**src/rtl/return_addr_stack.sv**
```systemverilog
// return_addr_stack: circular return-address stack with zero-latency pop read and sticky overflow/underflow flags
module return_addr_stack #(
  parameter int DEPTH = 8,
  parameter int AW = 16
) (
  input  logic                       clk,
  input  logic                       reset,
  input  logic                       stall,
  input  logic                       flush,
  input  logic                       call,
  input  logic                       ret,
  input  logic [AW-1:0]              pc,
  output logic [AW-1:0]              retTarget,
  output logic                       retValid,
  output logic [$clog2(DEPTH):0]     count,
  output logic                       full,
  output logic                       empty,
  output logic                       overflow,
  output logic                       underflow
);
  localparam int PW = $clog2(DEPTH);
  localparam int CW = PW + 1;
  logic [AW-1:0] mem_q [DEPTH];
  logic [PW-1:0] top_q, top_d;
  logic [CW-1:0] count_q, count_d;
  logic          ovf_q, ovf_d, unf_q, unf_d;
  logic          push, pop, wr;
  logic [AW-1:0] push_val;
  assign count     = count_q;
  assign full      = count_q == CW'(DEPTH);
  assign empty     = count_q == '0;
  assign overflow  = ovf_q;
  assign underflow = unf_q;
  assign retTarget = empty ? '0 : mem_q[top_q];
  assign retValid  = ret & ~empty & ~stall & ~flush & ~reset;
  assign push_val  = pc + AW'(2);
  // call+ret on an empty stack degrades to a plain push; otherwise it rewrites the top in place
  always_comb begin
    push    = call & (~ret | empty);
    pop     = ret & ~call & ~empty;
    wr      = call;
    top_d   = push ? top_q + PW'(1) : pop ? top_q - PW'(1) : top_q;
    count_d = push ? (full ? count_q : count_q + CW'(1)) : pop ? count_q - CW'(1) : count_q;
    ovf_d   = ovf_q | (push & full);
    unf_d   = unf_q | (ret & empty);
  end
  always_ff @(posedge clk) begin
    if (reset) begin
      top_q   <= '0;
      count_q <= '0;
      ovf_q   <= 1'b0;
      unf_q   <= 1'b0;
      for (int i = 0; i < DEPTH; i++) mem_q[i] <= '0;
    end else if (flush) begin
      top_q   <= '0;
      count_q <= '0;
    end else if (!stall) begin
      top_q   <= top_d;
      count_q <= count_d;
      ovf_q   <= ovf_d;
      unf_q   <= unf_d;
      if (wr) mem_q[top_d] <= push_val;
    end
  end
endmodule

```
**config.mk**
```make
export PLATFORM = sky130hd
export DESIGN_NAME = return_addr_stack
export DESIGN_NICKNAME = d
export VERILOG_FILES = /design/src/rtl/return_addr_stack.sv
export SDC_FILE = /design/constraint.sdc
export NUM_CORES = 1
export LEC_CHECK = 0
export BUFFER_PORTS_ARGS = -buffer_cell sky130_fd_sc_hd__buf_4
export CAP_MARGIN = 20
export CELL_PAD_IN_SITES_DETAIL_PLACEMENT = 1
export CELL_PAD_IN_SITES_GLOBAL_PLACEMENT = 1
export CORE_ASPECT_RATIO = 0.9
export CORE_MARGIN = 3
export CORE_UTILIZATION = 30
export CTS_BUF_LIST = sky130_fd_sc_hd__clkbuf_4
export CTS_CLUSTER_SIZE = 40
export DETAILED_ROUTE_END_ITERATION = 7
export PLACE_DENSITY_LB_ADDON = 0.25
export SETUP_SLACK_MARGIN = 0.1
export SLEW_MARGIN = 0
export SYNTH_ARGS = -nofsm -noshare
export SYNTH_HDL_FRONTEND = slang
export SYNTH_SLANG_ARGS = --single-unit
```
**constraint.sdc**
```tcl
create_clock -name clk -period 3.9 [get_ports clk]
set_input_delay 0.195 -clock clk [delete_from_list [all_inputs] [get_ports clk]]
set_output_delay 0.195 -clock clk [all_outputs]
set_load 0.005 [all_outputs]
```
==> results.sh, run 1 <==
export IMPL_slew_violations=0
export IMPL_dp_hpwl_um=12940
export IMPL_ys_ff_latch=140
export IMPL_stdcell_count=873
export IMPL_clockBufferDepth=2
export IMPL_post_drt_wl_per_cell_um=21.41
export IMPL_synthMuxAreaShare=0.1378
export IMPL_dp_slack_ns=0.5902
export IMPL_placedCellCount=834
export IMPL_start_util=0.3071
export IMPL_synth_compound_area_share=0.04157
export IMPL_rsz0062_at_grt="no"
export IMPL_clock_sinks=140
export IMPL_met3_length_um=760
export IMPL_slowest_stage="o21bai_2"
export IMPL_r2r_start="top_q[0]"
export IMPL_yosys_cell_types_count=45
export IMPL_via_per_inst=5.001
export IMPL_intPower_mw=2.123
export IMPL_tightest_slew_ns=0.9106
export IMPL_die_w_um=163.3
export IMPL_clkPwrFrac=0.293
export IMPL_cts_resized=0
export IMPL_ys_top_cells_by_count="edfxtp_1 (128), nor2_1 (128), nor3_1 (34)"
export IMPL_regToRegSetupSlack_ns=0.59
export IMPL_ir_worst_vdd_mv=0.1527
export IMPL_switching_share=0.2570
export IMPL_ios=47
export IMPL_postCtsSetupRepairBufs=0
export IMPL_row_count=51
export IMPL_netlist_area_mm2=0.006683
export IMPL_placed_cell_area_mm2=0.007418
export IMPL_p_leak_nw=2.642
export IMPL_nNetsFinal=596
export IMPL_synthAdderAreaFrac=0.009362
export IMPL_grt_pass1_vias=4611
export IMPL_startpoint="top_q[0]"
export IMPL_period_needed_ns=3.311
export IMPL_synthArstFlopShare=0
export IMPL_seq_area_frac_synth=0.6111
export IMPL_hold_viol_final=0
export IMPL_hold_path_end="mem_q[3][5]"
export IMPL_place_congestion=0.7909
export IMPL_drv_cap=0
export IMPL_r2r_end="mem_q[0][4]"
export IMPL_pwr_share_comb=0.106
export IMPL_syn_inst=505
export IMPL_fin_setup_tns_ns=0
export IMPL_drive_gt1_frac=0.2547
export IMPL_grt_first_pass_wirelength_um=28550
export IMPL_wl_met1_um=8837
export IMPL_dr_wl_met2_um=8931
export IMPL_powerDensity_mw_per_mm2=369.7
export IMPL_yosysTopAreaCellShare=0.5752
export IMPL_cts_root_buf="clkbuf_4"
export IMPL_vias=4366
export IMPL_critPathKind="register to register"
export IMPL_drt_iter0_drc=289
export IMPL_maxSlewHeadroom=0.3886
export IMPL_crit_path_cell_trace="inv_1, ha_1, or3_4, o32ai_4, o21ai_4, o21bai_2"
export IMPL_die_h_um=147.6
export IMPL_cts_max_level=4
export IMPL_postRouteAntennaNets=0
export IMPL_nFillCells=2316
export IMPL_core_area_mm2=0.02176
export IMPL_yosys_area_top_type="edfxtp_1"
export IMPL_r2r_cells=6
export IMPL_min_path_type="input pin to register"
export IMPL_synth_ff_type="edfxtp_1"
export IMPL_grt_usage=0.1625
export IMPL_wirelength_um=18700
export IMPL_yosys_area_share_simple=0.1464
export IMPL_crit_arrival_ns=3.48
export IMPL_synthXorXnorAreaFrac=0.02228
export IMPL_critPathMaxStageDelay_ns=0.73
export IMPL_synth_nets=532
export IMPL_cts_buffers_inserted=17
export IMPL_status="complete, no violations"
export IMPL_cts_hold_buffers=7
export IMPL_hold_start="pc[5]"
export IMPL_seqPwrFrac=0.601
export IMPL_finalSetupViolCount=0
export IMPL_synthTopCellsByArea="edfxtp_1 (58%), mux4_2 (11%), nor2_1 (7.2%)"
export IMPL_avgSynthCellArea_um2=13.23
export IMPL_ys_warn_count=0
export IMPL_cp_start_kind="register"
export IMPL_crit_fanout=16
export IMPL_final_area_mm2=0.007730
export IMPL_worstHoldPathCells=3
export IMPL_fmax_mhz=302.0
export IMPL_dieArea_mm2=0.02411
export IMPL_synth_top_family_by_area="simple AND/OR/NAND/NOR gates"
export IMPL_tritoncts="done"
export IMPL_skew_ns=0.02307
export IMPL_clk_latency_ns=0.55
export IMPL_path_clk_slew_ns=0.12
export IMPL_portBuffers=46
export IMPL_drt_pass1_iter_count=4
export IMPL_fin_ws_ns=0.5886
export IMPL_required_ns=4.07
export IMPL_p_switching_uw=734.5
export IMPL_areaGrowthSynthToFinish_pct=15.67
export IMPL_remaining_drc_errors=0
export IMPL_grt_max_degree=39
export IMPL_highest_layer="met4"
export IMPL_synth_edff_count=128
export IMPL_grt_overflow_total=0
export IMPL_antenna_found_initial=1
export IMPL_critPathCaptureType="register"
export IMPL_fin_crit_sh=0.8491
-- sequential cells by signal, indices dropped and copies added, names as in the netlist, named ones only --
register,count
overflow,1
count,4
mem_q,128
underflow,1
top_q,3
-- power by group through the flow --
stage,Clock [mW],Sequential (mW),Combinational [mW]
floorplan,0,1.73,0.183
global placement,0,1.75,0.295
detailed placement,0,1.75,0.300
CTS,0.860,1.72,0.306
global route,0.932,1.73,0.331
finish,0.837,1.72,0.302
-- logic make-up after synthesis --
| logic type | Yosys count |
|---|---|
| adder cells (fa/ha/maj) | 5 |
| XOR/XNOR | 17 |
| flip-flops | 140 |
| AO/OA/AOI/OAI | 31 |
| multiplexers | 52 |
| AND/OR/NAND/NOR | 220 |
| buffers and inverters | 40 |
-- worst max-delay path: cells and delay by family, from the launching register on --
family	cells	cell delay [ns]
fa+ha+maj	1	0.45
compound gates	3	1.14
simple gates	1	0.42
flops	1	0.68
buf+inv	1	0.24
-- area by class of cell --
cell class	count	area, um^2	share of cell area
Antenna cell	1	2.502	0.0003237
Clock buffer	18	135.1	0.01748
Clock inverter	13	103.9	0.01343
Inverter	7	26.28	0.003399
Multi-Input combinational cell	325	2410	0.3118
Sequential cell	140	4085	0.5285
Tap cell	291	364.1	0.04710
Timing Repair Buffer	78	603.1	0.07802
-- worst max path at each step --
stage	to	slack, ns	depth (start not counted)
2_1_floorplan	mem_q[4][0]	0.89	8
3_3_place_gp	mem_q[0][2]	0.76	6
3_5_place_dp	mem_q[0][0]	0.59	6
4_1_cts	mem_q[0][5]	0.55	6
5_1_grt	mem_q[0][1]	0.39	6
6_report	mem_q[0][4]	0.59	6
-- cell usage in the layout (no fill, tap or decap), drive strengths merged, types with 2 or more instances in the layout --
master	instances
nor3	35
clkinv	9
o21ai	5
ha	5
clkinvlp	3
inv	7
edfxtp	128
xnor2	10
or2	3
or3	3
buf	71
dfxtp	12
nor4	3
nand3	12
nand4	2
and3	3
o41ai	2
nor2	128
a22oi	2
xor2	7
nand2b	14
a31oi	2
dlygate4sd3	7
o31ai	3
mux4	32
a21oi	7
clkbuf	18
nand2	14
mux2i	20
o21bai	4
-- per-layer routing --
| layer | global-route usage | vias up |
|---|---|---|
| met4 | 0.04059 | 0 |
| met5 | 0 | - |
| li1 | - | 1998 |
| met1 | 0.2287 | 2244 |
| met3 | 0.03418 | 13 |
| met2 | 0.2583 | 111 |
-- metrics by stage --
stage / hold WS (ns) / util / power [mW]
floorplan: 0.3462 / - / 1.913
global placement: 0.4594 / 0.3409 / 2.046
detailed placement: 0.4673 / 0.3409 / 2.052
CTS: 0.05235 / 0.3551 / 2.886
global route: 0.07664 / 0.3552 / 2.989
finish: 0.1007 / 0.3552 / 2.858
Power figures use the tool's default switching activity.
==> inputs of run 2 (changes only) <==
--- a/config.mk
+++ b/config.mk
@@ -5,6 +5,7 @@
 export SDC_FILE = /design/constraint.sdc
 export NUM_CORES = 1
 export LEC_CHECK = 0
+export ABC_AREA = 1
 export BUFFER_PORTS_ARGS = -buffer_cell sky130_fd_sc_hd__buf_4
 export CAP_MARGIN = 20
 export CELL_PAD_IN_SITES_DETAIL_PLACEMENT = 1
==> constraint.sdc (replaced) <==
create_clock -name clk -period 3.3 [get_ports clk]
set_input_delay 0.165 -clock clk [delete_from_list [all_inputs] [get_ports clk]]
set_output_delay 0.165 -clock clk [all_outputs]
set_load 0.005 [all_outputs]
==> run 2 against run 1 <==
Maximum frequency up 20%. Non-clock buffer count rose by 7. Clock power rose by 54%. Synthesized cell count up 37%. Worst setup slack worse by 0.047 ns. Flip-flop and latch count stayed put. Critical path depth is 4 higher. Clock-buffer cell count grew 1. Sequential share of layout area shrank 2.9 points. Via count grew 24%. Design area is 5.8% higher. First-iteration DRC count unchanged. Critical path type unchanged. Highest routed layer unchanged.
==> results.sh, run 2 <==
export IMPL_status="complete, no violations"
export IMPL_cts_buffers_inserted=17
export IMPL_placedCellCount=1016
export IMPL_dieArea_mm2=0.02537
export IMPL_clkPwrFrac=0.334
export IMPL_required_ns=3.59
export IMPL_fmax_mhz=362.5
export IMPL_skew_ns=0.01364
export IMPL_hold_start="ret"
export IMPL_critPathCaptureType="register"
export IMPL_core_area_mm2=0.02277
export IMPL_fin_crit_sh=0.8360
export IMPL_crit_fanout=22
export IMPL_grt_usage=0.1678
export IMPL_pwr_share_comb=0.140
export IMPL_period_needed_ns=2.759
export IMPL_tritoncts="done"
export IMPL_die_w_um=167.6
export IMPL_drive_gt1_frac=0.2222
export IMPL_regToRegSetupSlack_ns=0.54
export IMPL_ys_ff_latch=140
export IMPL_clock_sinks=140
export IMPL_avgSynthCellArea_um2=10.18
export IMPL_tightest_slew_ns=0.9679
export IMPL_start_util=0.3095
export IMPL_postCtsSetupRepairBufs=0
export IMPL_yosys_cell_types_count=30
export IMPL_drt_pass1_iter_count=4
export IMPL_ys_warn_count=0
export IMPL_seqPwrFrac=0.526
export IMPL_place_congestion=0.8385
export IMPL_rsz0062_at_grt="no"
export IMPL_largest_register="mem_q"
export IMPL_mostFrequentLayoutCells="nor2_1 (144), edfxtp_1 (128), nor3_1 (91)"
export IMPL_path_clk_slew_ns=0.12
export IMPL_fin_ws_ns=0.5412
export IMPL_drv_cap=0
export IMPL_dp_slack_ns=0.5661
export IMPL_maxSlewHeadroom=0.3525
export IMPL_portBuffers=46
export IMPL_p_leak_nw=2.888
export IMPL_clk_latency_ns=0.57
export IMPL_yosys_area_top_type="edfxtp_1"
export IMPL_p_switching_mw=1.066
export IMPL_min_path_type="input pin to register"
export IMPL_vias=5426
export IMPL_cp_start_kind="register"
export IMPL_crit_path_cell_trace="nor2_1, nand2_2, nand2_2, nand2_4, nand2_4, o21ai_2, inv_1, nand2_1, buf_4, nor3_1"
export IMPL_syn_inst=692
export IMPL_seq_area_frac_synth=0.5795
export IMPL_postRouteAntennaNets=0
export IMPL_stdcell_count=1054
export IMPL_ys_top_cells_by_count="nor2_1 (144), edfxtp_1 (128), nor3_1 (91)"
export IMPL_drt_iter0_drc=289
export IMPL_ios=47
export IMPL_hold_viol_final=0
export IMPL_powerDensity_mw_per_mm2=470.7
export IMPL_synthTopCellsByArea="edfxtp_1 (55%), nor2_1 (7.7%), nor3_1 (6.5%)"
export IMPL_fin_setup_tns_ns=0
export IMPL_grt_first_pass_wirelength_um=33060
export IMPL_cts_root_buf="clkbuf_4"
export IMPL_die_h_um=151.4
export IMPL_intPower_mw=2.785
export IMPL_yosysTopAreaCellShare=0.5455
export IMPL_synth_nets=719
export IMPL_remaining_drc_errors=0
export IMPL_dp_hpwl_um=14040
export IMPL_wirelength_um=20590
export IMPL_largest_register_ffs=128
export IMPL_slew_violations=0
export IMPL_areaGrowthSynthToFinish_pct=16.07
export IMPL_synth_edff_count=128
export IMPL_row_count=52
export IMPL_grt_max_degree=47
export IMPL_critPathMaxStageDelay_ns=0.44
export IMPL_hold_slack_ns=0.1055
export IMPL_critPathKind="register to register"
export IMPL_via_per_inst=5.148
export IMPL_final_common_cell="nor2_1"
export IMPL_slowest_stage="dfxtp_1"
export IMPL_synth_most_common_cell="nor2_1"
export IMPL_nNetsFinal=771
export IMPL_cts_max_level=4
export IMPL_startpoint="count[3]"
export IMPL_grt_overflow_total=0
export IMPL_ir_worst_vdd_mv=0.2270
export IMPL_crit_arrival_ns=3.05
export IMPL_finalSetupViolCount=0
export IMPL_synth_ff_type="edfxtp_1"
export IMPL_r2r_end="mem_q[0][8]"
export IMPL_crit_end="mem_q[0][8]"
export IMPL_antenna_found_initial=1
export IMPL_r2r_cells=10
export IMPL_r2r_start="count[3]"
export IMPL_synthArstFlopShare=0
export IMPL_clockBufferDepth=2
export IMPL_netlist_area_mm2=0.007047
export IMPL_post_drt_wl_per_cell_um=19.54
export IMPL_switching_share=0.2768
export IMPL_grt_pass1_vias=5869
[run 2: kinds of logic (layout without fill, tap and decap cells)]
kind of cell / count (synthesis) / in the layout / share of synthesized area
AND/OR/NAND/NOR: 334 / 334 / 0.2390
flip-flops: 140 / 140 / 0.5795
AO/OA/AOI/OAI: 104 / 104 / 0.09162
buffers and inverters: 91 / 155 / 0.05753
XOR/XNOR: 18 / 18 / 0.02344
adder cells (fa/ha/maj): 5 / 5 / 0.008878
other: 0 / 1 / 0
[run 2: metal layers]
layer / global-route usage / share of wire / up-vias
li1: - / - / 2568
met1: 0.2194 / 0.46 / 2748
met2: 0.2901 / 0.50 / 89
met3: 0.02323 / 0.026 / 21
met4: 0.05440 / 0.015 / 0
met5: 0 / 0 / -
[run 2: how the worst min path moves through the flow]
stage	end	slack [ns]	depth (start not counted)
final	overflow	0.11	4
after global routing	overflow	0.12	4
after CTS	overflow	0.06	4
after detailed placement	underflow	0.35	2
after global placement	underflow	0.34	2
after floorplan	underflow	0.24	1
[run 2: what timing repair did]
| item | 4_1_cts | 5_1_grt |
|---|---|---|
| endpoints found under the setup margin | 0 | 0 |
| hold buffers | 6 | 0 |
| resized for setup | 0 | 0 |
| hold endpoints to repair | 14 | 0 |
[run 2: stage by stage]
step                      utilization  cell area, um^2  power (mW)
after CTS                      0.3591             8177       3.878
after global placement         0.3419             7785       2.582
after global routing           0.3592             8179       4.017
after floorplan                     -             7047       2.370
final                          0.3592             8179       3.850
after detailed placement       0.3419             7785       2.599
[run 2: power groups by stage]
stage | clock, mW | sequential, mW | combinational (mW)
5_1_grt | 1.39 | 2.03 | 0.596
4_1_cts | 1.31 | 2.02 | 0.542
3_3_place_gp | 0 | 2.06 | 0.520
3_5_place_dp | 0 | 2.07 | 0.534
6_report | 1.29 | 2.02 | 0.540
2_1_floorplan | 0 | 2.05 | 0.317
[run 2: cell type report]
class                   count  area, um^2
clock buffers              19       142.6
fillers                  2582       14590
clock inverters            12       188.9
well taps                 297       371.6
diodes                      1       2.502
multi-input cells         461        2575
repair buffers             85       665.6
inverters                  39       146.4
flip-flops and latches    140        4086
[run 2: worst max-delay path, delay by kind of cell (launching register included)]
kind,cells,cell delay [ns]
and+or+nand+nor,7,1.40
buffers and inverters,2,0.45
AOI/OAI and AO/OA,1,0.19
DFF,1,0.44
==> inputs of run 3 (changes only) <==
==> constraint.sdc (replaced) <==
create_clock -name clk -period 2.3 [get_ports clk]
set_input_delay 0.115 -clock clk [delete_from_list [all_inputs] [get_ports clk]]
set_output_delay 0.115 -clock clk [all_outputs]
set_load 0.005 [all_outputs]
==> run 3 against run 2 <==
Critical endpoint is now retTarget[10]. Global-route usage up 0.36 points. Highest routed layer unchanged. Die area unchanged. Final cell count up 1.5%. Critical path type is now register to output port.
==> results.sh, run 3 (synthesis results as in run 2) <==
export IMPL_status="complete, no violations"
export IMPL_nFillCells=2558
export IMPL_crit_arrival_ns=2.04
export IMPL_multi_input_area_mm2=0.002813
export IMPL_critPathKind="register to output port"
export IMPL_dieArea_mm2=0.02537
export IMPL_mostFrequentLayoutCells="nor2_1 (135), edfxtp_1 (128), nor3_1 (91)"
export IMPL_rsz0062_at_grt="yes"
export IMPL_powerDensity_mw_per_mm2=616.9
export IMPL_tightest_slew_ns=0.7114
export IMPL_via_per_inst=5.145
export IMPL_fmax_mhz=463.3
export IMPL_dp_hpwl_um=13880
export IMPL_critPathCaptureType="output port"
export IMPL_post_drt_wl_per_cell_um=20.35
export IMPL_cts_max_level=4
export IMPL_grt_overflow_total=0
export IMPL_nNetsFinal=787
export IMPL_seqPwrFrac=0.539
export IMPL_ios=47
export IMPL_pwr_share_comb=0.175
export IMPL_largest_register="mem_q"
export IMPL_grt_max_degree=42
export IMPL_vias=5505
export IMPL_drt_iter0_drc=349
export IMPL_start_util=0.3095
export IMPL_tritoncts="done"
export IMPL_cp_top_family="flip-flops"
export IMPL_finalSetupViolCount=0
export IMPL_slowest_stage="dfxtp_4"
export IMPL_place_congestion=0.8498
export IMPL_antenna_found_initial=1
export IMPL_min_path_type="input pin to register"
export IMPL_drt_pass1_iter_count=4
export IMPL_areaGrowthSynthToFinish_pct=23.83
export IMPL_grt_pass1_vias=5806
export IMPL_drive_gt1_frac=0.2850
export IMPL_intPower_mw=3.833
export IMPL_slew_violations=0
export IMPL_ir_worst_vdd_mv=0.2650
export IMPL_r2r_start="top_q[0]"
export IMPL_dp_slack_ns=0.06641
export IMPL_die_h_um=151.4
export IMPL_worstHoldPathCells=4
export IMPL_hold_viol_final=0
export IMPL_path_depth=7
export IMPL_p_total_mw=5.383
export IMPL_crit_path_cell_trace="inv_8, buf_12, nor2_1, o32ai_2, o21ai_2, nor2_2, buf_4"
export IMPL_skew_ns=0.02131
export IMPL_fin_crit_sh=0.9384
export IMPL_final_common_cell="nor2_1"
export IMPL_cts_root_buf="clkbuf_4"
export IMPL_p_leak_nw=3.111
export IMPL_switching_share=0.2879
export IMPL_clk_latency_ns=0.56
export IMPL_grt_first_pass_wirelength_um=33420
export IMPL_hold_start="ret"
export IMPL_placed_cell_area_mm2=0.007960
export IMPL_final_area_mm2=0.008726
export IMPL_remaining_drc_errors=0
export IMPL_r2r_end="mem_q[0][0]"
export IMPL_grt_usage=0.1714
export IMPL_postRouteAntennaNets=0
export IMPL_path_clk_slew_ns=0.11
export IMPL_row_count=52
export IMPL_final_seq_area_mm2=0.004098
export IMPL_wirelength_um=21780
export IMPL_period_needed_ns=2.158
export IMPL_p_switching_mw=1.550
export IMPL_cp_start_kind="register"
export IMPL_required_ns=2.18
export IMPL_maxSlewHeadroom=0.5252
export IMPL_r2r_cells=10
export IMPL_largest_register_ffs=128
export IMPL_fin_ws_ns=0.1416
export IMPL_cts_buffers_inserted=17
export IMPL_crit_fanout=12
export IMPL_clock_sinks=140
export IMPL_drv_cap=0
export IMPL_critPathBufInv=3
export IMPL_hold_path_end="overflow"
export IMPL_regToRegSetupSlack_ns=0.24
export IMPL_clockBufferDepth=2
export IMPL_critPathMaxStageDelay_ns=0.43
export IMPL_clkPwrFrac=0.286
export IMPL_core_area_mm2=0.02277
export IMPL_die_w_um=167.6
export IMPL_portBuffers=46
==> run 3: changes by cell type in the layout (fill, tap and decap cells not counted), moves of 8 or more <==
cell,previous run,this run
buf_12,1,12
buf_4,78,70
buf_6,0,9
nor2_1,144,135
nor2_2,1,10
o21ai_0,55,47
o32ai_1,32,17
o32ai_2,0,15
==> run 3: per-layer routing <==
metal | GRT usage | vias up | routed length [um] | share of wire
met4 | 0.05194 | 0 | 260 | 0.012
met3 | 0.02610 | 19 | 880 | 0.040
li1 | - | 2605 | - | -
met5 | 0 | - | 0 | 0
met2 | 0.2885 | 111 | 10750 | 0.49
met1 | 0.2303 | 2770 | 9886 | 0.45
==> run 3: repair_timing <==
item,4_1_cts,5_1_grt
cloned,2,2
hold buffers,6,0
resized for setup,28,57
hold endpoints to repair,19,0
endpoints found under the setup margin,55,237
pin swaps,7,11
setup buffers,3,0
==> run 3: cell type report <==
| cell class | instances | share of cell area |
|---|---|---|
| clock inverters | 13 | 0.01463 |
| flip-flops and latches | 140 | 0.4696 |
| inverters | 39 | 0.01792 |
| diodes | 1 | 0.0002868 |
| well taps | 297 | 0.04259 |
| clock buffers | 18 | 0.01549 |
| multi-input cells | 461 | 0.3223 |
| repair buffers | 101 | 0.1171 |
==> run 3: how the worst max path moves through the flow <==
stage,startpoint,end,slack [ns]
floorplan,count[0],mem_q[1][0],-0.15
global placement,top_q[0],mem_q[2][9],0.20
detailed placement,top_q[0],mem_q[2][9],0.07
CTS,register,retTarget[3],0.02
global route,register,retTarget[9],0.02
finish,register,retTarget[10],0.14
==> run 3: metrics by stage <==
step / std cells / hold WS (ns) / utilization / setup TNS (ns)
3_3_place_gp: 1025 / 0.2897 / 0.3496 / 0
4_1_cts: 1067 / 0.02131 / 0.3727 / 0
5_1_grt: 1070 / 0.01297 / 0.3832 / 0
3_5_place_dp: 1025 / 0.3030 / 0.3496 / 0
6_report: 1070 / 0.02074 / 0.3832 / 0
2_1_floorplan: 692 / 0.1874 / - / -6.998
==> run 3: worst register-to-register path, cell delays in order (launching register included) <==
cell and delay (ns):
dfxtp_4 0.40, inv_2 0.07, ha_1 0.21, xnor2_1 0.15
nand4_1 0.10, nand3_1 0.11, nand2_2 0.12, inv_4 0.10
nand2_4 0.09, o21ai_4 0.25, buf_6 0.18
==> run 3: power groups by stage <==
stage          clock [mW]  sequential (mW)  combinational (mW)
2_1_floorplan           0             2.94               0.461
3_3_place_gp            0             2.96               0.798
3_5_place_dp            0             2.96               0.812
4_1_cts              1.58             2.90               0.879
5_1_grt              1.68             2.91                1.03
6_report             1.54             2.90               0.941
